**src/rtl/watchdog_multistage.sv**
```systemverilog
// Multi-output watchdog on the shared 5-bit CSR bus: windowed kicks, pre-timeout
// interrupt, W1C status, and a failsafe mode in which the counter survives reset.
module watchdog_multistage #(
  parameter logic [4:0]           BASE_ADDR       = 5'h0,
  parameter int                   CNT_WIDTH       = 16,
  parameter int                   NUM_OUT         = 2,
  parameter logic [NUM_OUT-1:0]   DEFAULT_OE      = '0,
  parameter logic [CNT_WIDTH-1:0] DEFAULT_TIMEOUT = '1,
  parameter logic [7:0]           KICK_VALUE      = 8'h6b
) (
  input  logic               clk,
  input  logic               rst,
  input  logic               ce,
  input  logic [4:0]         csr_a,
  input  logic [7:0]         csr_di,
  input  logic               csr_we,
  output logic [7:0]         csr_do,
  input  logic [1:0]         wdt_en_default,
  output logic [NUM_OUT-1:0] wdt_out,
  output logic [NUM_OUT-1:0] wdt_out_strobe,
  output logic               force_recovery_mode,
  output logic               irq
);

  localparam logic [4:0] OFF_CTRL    = 5'd0;
  localparam logic [4:0] OFF_TOUT_L  = 5'd1;
  localparam logic [4:0] OFF_TOUT_H  = 5'd2;
  localparam logic [4:0] OFF_KICK    = 5'd3;
  localparam logic [4:0] OFF_CNT_L   = 5'd4;
  localparam logic [4:0] OFF_CNT_H   = 5'd5;
  localparam logic [4:0] OFF_PRETOUT = 5'd6;
  localparam logic [4:0] OFF_WINDOW  = 5'd7;
  localparam logic [4:0] OFF_STATUS  = 5'd8;

  logic [1:0]           r_en;
  logic                 r_locked;
  logic                 r_win_en;
  logic [NUM_OUT-1:0]   r_oe;
  logic [CNT_WIDTH-1:0] r_tout;
  logic [7:0]           r_stage;
  logic [7:0]           r_pretout;
  logic [7:0]           r_window;
  logic [CNT_WIDTH-1:0] r_cnt;
  logic [2:0]           r_status;
  logic                 r_bite_d;

  logic [4:0]           w_off;
  logic                 w_wr_cfg;
  logic                 w_active;
  logic                 w_bite;
  logic                 w_kick;
  logic                 w_early;
  logic                 w_reload;
  logic                 w_dec;
  logic                 w_pre;
  logic                 w_bite_rise;
  logic [CNT_WIDTH:0]   w_pre_ext;
  logic [2:0]           w_status_set;
  logic [2:0]           w_status_clr;
  logic [3:0]           w_oe4;
  logic [15:0]          w_cnt16;
  logic [15:0]          w_tout16;

  assign w_off    = csr_a - BASE_ADDR;
  assign w_wr_cfg = csr_we & ~r_locked;
  assign w_active = |r_en;
  assign w_bite   = w_active & (r_cnt == '0);
  assign w_kick   = csr_we & (w_off == OFF_KICK) & (csr_di == KICK_VALUE);
  assign w_early  = w_kick & r_win_en & w_active & (r_cnt > CNT_WIDTH'(r_window));
  assign w_reload = rst & ~r_en[1];
  // Decrement only when no higher-priority counter update is taking place.
  assign w_dec    = ce & w_active & ~w_bite & ~w_kick & ~w_reload;

  // Widened compare so PRETOUT=0xFF cannot alias when CNT_WIDTH is 8.
  assign w_pre_ext    = (CNT_WIDTH+1)'(r_pretout) + (CNT_WIDTH+1)'(1);
  assign w_pre        = w_dec & (r_pretout != 8'd0) & ({1'b0, r_cnt} == w_pre_ext);
  assign w_bite_rise  = w_bite & ~r_bite_d;
  assign w_status_set = {w_early, w_bite_rise, w_pre};
  assign w_status_clr = (csr_we && (w_off == OFF_STATUS)) ? csr_di[2:0] : 3'b000;

  always_ff @(posedge clk) begin
    if (w_reload)     r_cnt <= DEFAULT_TIMEOUT;
    else if (w_early) r_cnt <= '0;
    else if (w_kick)  r_cnt <= r_tout;
    else if (w_dec)   r_cnt <= r_cnt - CNT_WIDTH'(1);
  end

  always_ff @(posedge clk) begin
    if (rst) begin
      r_en      <= wdt_en_default;
      r_locked  <= 1'b0;
      r_win_en  <= 1'b0;
      r_oe      <= DEFAULT_OE;
      r_tout    <= DEFAULT_TIMEOUT;
      r_stage   <= 8'd0;
      r_pretout <= 8'd0;
      r_window  <= 8'd0;
    end else if (w_wr_cfg) begin
      case (w_off)
        OFF_CTRL: begin
          r_en     <= csr_di[1:0];
          r_locked <= csr_di[2];
          r_win_en <= csr_di[3];
          r_oe     <= csr_di[4 +: NUM_OUT];
        end
        OFF_TOUT_L: begin
          if (CNT_WIDTH == 16) r_stage <= csr_di;
          else                 r_tout  <= CNT_WIDTH'(csr_di);
        end
        OFF_TOUT_H: begin
          if (CNT_WIDTH == 16) r_tout <= CNT_WIDTH'({csr_di, r_stage});
        end
        OFF_PRETOUT: r_pretout <= csr_di;
        OFF_WINDOW:  r_window  <= csr_di;
        default: ;
      endcase
    end
  end

  // A set event in the same cycle wins over a W1C clear of that bit.
  always_ff @(posedge clk) begin
    if (rst) begin
      r_status <= 3'b000;
      r_bite_d <= 1'b0;
    end else begin
      r_status <= (r_status & ~w_status_clr) | w_status_set;
      r_bite_d <= w_bite;
    end
  end

  assign w_oe4    = 4'(r_oe);
  assign w_cnt16  = 16'(r_cnt);
  assign w_tout16 = 16'(r_tout);

  always_comb begin
    csr_do = 8'd0;
    case (w_off)
      OFF_CTRL:    csr_do = {w_oe4, r_win_en, r_locked, r_en};
      OFF_TOUT_L:  csr_do = w_tout16[7:0];
      OFF_TOUT_H:  csr_do = w_tout16[15:8];
      OFF_CNT_L:   csr_do = w_cnt16[7:0];
      OFF_CNT_H:   csr_do = w_cnt16[15:8];
      OFF_PRETOUT: csr_do = r_pretout;
      OFF_WINDOW:  csr_do = r_window;
      OFF_STATUS:  csr_do = {5'b00000, r_status};
      default:     csr_do = 8'd0;
    endcase
  end

  assign wdt_out             = r_oe & {NUM_OUT{w_bite}};
  assign wdt_out_strobe      = r_oe & {NUM_OUT{w_bite_rise}};
  assign force_recovery_mode = w_bite & r_en[1];
  assign irq                 = |r_status;

endmodule

```
**config.mk**
```make
export PLATFORM = sky130hd
export DESIGN_NAME = watchdog_multistage
export DESIGN_NICKNAME = d
export VERILOG_FILES = /design/src/rtl/watchdog_multistage.sv
export SDC_FILE = /design/constraint.sdc
export NUM_CORES = 1
export LEC_CHECK = 0
export CAP_MARGIN = 40
export CORE_AREA = 2 2 85 87
export DETAILED_ROUTE_END_ITERATION = 16
export DIE_AREA = 0 0 87 89
export GPL_TIMING_DRIVEN = 0
export PLACE_DENSITY = 0.8
export SETUP_SLACK_MARGIN = 0.05
export SLEW_MARGIN = 20
export SYNTH_ARGS = -nofsm -noshare
export SYNTH_HDL_FRONTEND = slang
export SYNTH_SLANG_ARGS = --single-unit
```
**constraint.sdc**
```tcl
create_clock -name clk -period 6.2 [get_ports clk]
set_input_delay 1.24 -clock clk [delete_from_list [all_inputs] [get_ports clk]]
set_output_delay 1.24 -clock clk [all_outputs]
set_load 0.02 [all_outputs]
```
==> flow_summary.toml <==
[critical_path]
crit_type = "primary input to primary output"
cp_top_family = "buffers and inverters"
crit_fanout = 10
crit_arrival_ns = 4.12
cpPeakStageDelay_ns = 0.61
cp_slowest_cell = "clkdlybuf4s50_1"
crit_chain = "clkdlybuf4s50_1 > clkbuf_1 > nor4_2 > buf_2 > clkbuf_1 > a22oi_1 > nand3_1 > clkdlybuf4s50_1"
critPathBufInv = 5
required_ns = 4.96
crit_path_end_kind = "primary output"
cp-start-kind = "primary input"

[outcome]
status = "completed"

[die]
initial_utilization = 0.589
die_y_um = 89
io-pin-count = 33
die_x_um = 87
core_area_um2 = 6720
rows = 30
dieArea_um2 = 7740

[layout]
final_cell_mix = "nand2_1, dfxtp_1, a21oi_1"
nFillCells = 565
diodes = 0
stdcell_area_um2 = 4620
nNetsFinal = 558
area_delta_synth_final_pct = 16.6
final_common_cell = "nand2_1"
layout-drive-gt1-share = 0.0921
final_util = 0.687
fin_cells = 612

[timing]
hold_violations = 0
fmax_mhz = 187
setup_viol = 0
slew_violations = 0
fin_crit_sh = 0.864
holdWs_ns = 0.463
rsz0062_at_grt = "false"
fin_setup_tns_ns = 0
period_minus_slack_ns = 5.36
fin_skew_ns = 0.0127
tightest_slew_ns = 0.900
relSlewSlack = 0.396

[flow_run]
maxCapViolations = 0

[detailed_routing]
top_layer_used = "met4"
ant_nets = 0
vias = 3971
drc_errors = 0
wire_per_inst_um = 20.1
drt-met1-wl_um = 4990
dr_wl_met3_um = 1300
met2WireLength_um = 5580
via_per_inst = 6.49
drt-pass1-iter-count = 7
first_iter_violations = 518
drt_wl_total_um = 12300

[clocking]
cts_htree_levels = 3
cts.path.max_buffers = 2
cts_resized = 0
path_clk_slew_ns = 0.08
clkLatencyLatePin_ns = 0.35
clock_sinks = 66
cts_made_buffers = 9
holdBufCountCts = 0
clockRootBuffer = "clkbuf_8"
cts_tree = "built"
cts_setup_buffers = 0

[global_route]
grt_pass1_wl_um = 19800
grt_max_degree = 14
grt_pass1_vias = 3712
antenna_found_initial = 0
grt_usage = 0.335
grt_remaining_overflow = 0

[power_and_ir_drop]
vdd_drop_max_mv = 0.160
leakage_nw = 1.71
power.density_nw_per_um2 = 253

[placement]
hpwl_um = 9140
place_area_um2 = 4370
gp_congestion = 0.996
io_buffers = 30
place_inst = 595

[synth]
synthesis.area_um2 = 3960
synth_nets = 514
syn_area_per_cell_um2 = 8.20
yosys_warnings = 0
ys_types = 64
yosysSeqAreaShare = 0.339
synth_enable_flop_cells = 2
ys.flop_type = "dfxtp_1"
async_reset_ff_frac = 0
synthCells = 483
ys_ff_latch = 66

[hold_path]
hp-class = "register to register"
worst register-to-register path, stage by stage, from the launching register on:
cell      delay [ns]
dfxtp_1         0.32
clkbuf_1        0.22
nor3_2          0.40
nand2_2         0.21
o31ai_4         0.46
nor2b_4         0.30
buf_4           0.21
a21oi_1         0.08
o21ai_1         0.09
flip-flops by register name (all words and copies together), names as in the netlist:
signal     flops
r_cnt         16
r_tout        16
r_pretout      8
r_stage        8
r_window       8
r_status       3
r_en           2
r_oe           2
r_bite_d       1
r_locked       1
r_win_en       1
stage by stage:
step                      worst slack [ns]  total power [mW]
after floorplan                       2.37             0.647
after global placement               0.798             0.716
after detailed placement             0.924             0.724
after CTS                            0.922              1.17
after global routing                 0.753              1.22
final                                0.843              1.17
worst paths after layout:
kind	startpoint	to	slack, ns	depth (start not counted)
max	csr_a[3]	csr_do[5]	0.84	8
max reg2reg	r_cnt[3]	r_cnt[12]	3.85	8
min reg2reg	r_stage[0]	r_stage[0]	0.46	2
min	r_stage[0]	r_stage[0]	0.46	2
metal layers:
layer / global-route usage / vias up
met1: 0.447 / 1849
met4: 0.132 / 0
li1: - / 1841
met5: 0 / -
met3: 0.0609 / 49
met2: 0.540 / 232
cells in the mapped netlist, types with 7 or more instances:
library cell | count | area share
nand2_1 | 72 | 0.068
dfxtp_1 | 64 | 0.32
nand4_1 | 8 | 0.013
nand3_1 | 33 | 0.042
xnor2_1 | 9 | 0.020
nor3_1 | 11 | 0.014
clkbuf_1 | 21 | 0.020
o21ai_0 | 11 | 0.014
inv_1 | 13 | 0.012
and2_1 | 7 | 0.011
nor2_1 | 22 | 0.021
a21oi_1 | 36 | 0.045
mux2i_1 | 15 | 0.038
xor2_1 | 11 | 0.024
ha_1 | 12 | 0.038
o21ai_1 | 10 | 0.013
a22oi_1 | 18 | 0.034
nand3b_1 | 19 | 0.036
cells by family after synthesis:
family	synth area share
xor+xnor	0.0442
mux	0.0493
simple gates	0.292
compound gates	0.188
fa+ha+maj	0.0379
buf+inv	0.0496
flops	0.339
power breakdown:
part | total (mW) | switching, mW | internal, mW
Sequential | 0.491 | 0.0381 | 0.453
Clock | 0.451 | 0.182 | 0.269
Combinational | 0.228 | 0.130 | 0.0976
area by class of cell:
type / instances / area [µm²] / share of cell area
inverters: 13 / 48.8 / 0.0106
multi-input cells: 372 / 2420 / 0.525
clock inverters: 6 / 115 / 0.0249
repair buffers: 33 / 315 / 0.0683
plain buffers: 32 / 148 / 0.0320
clock buffers: 10 / 128 / 0.0276
well taps: 80 / 100 / 0.0217
flip-flops and latches: 66 / 1340 / 0.290
(Power assumes the default switching activity.)
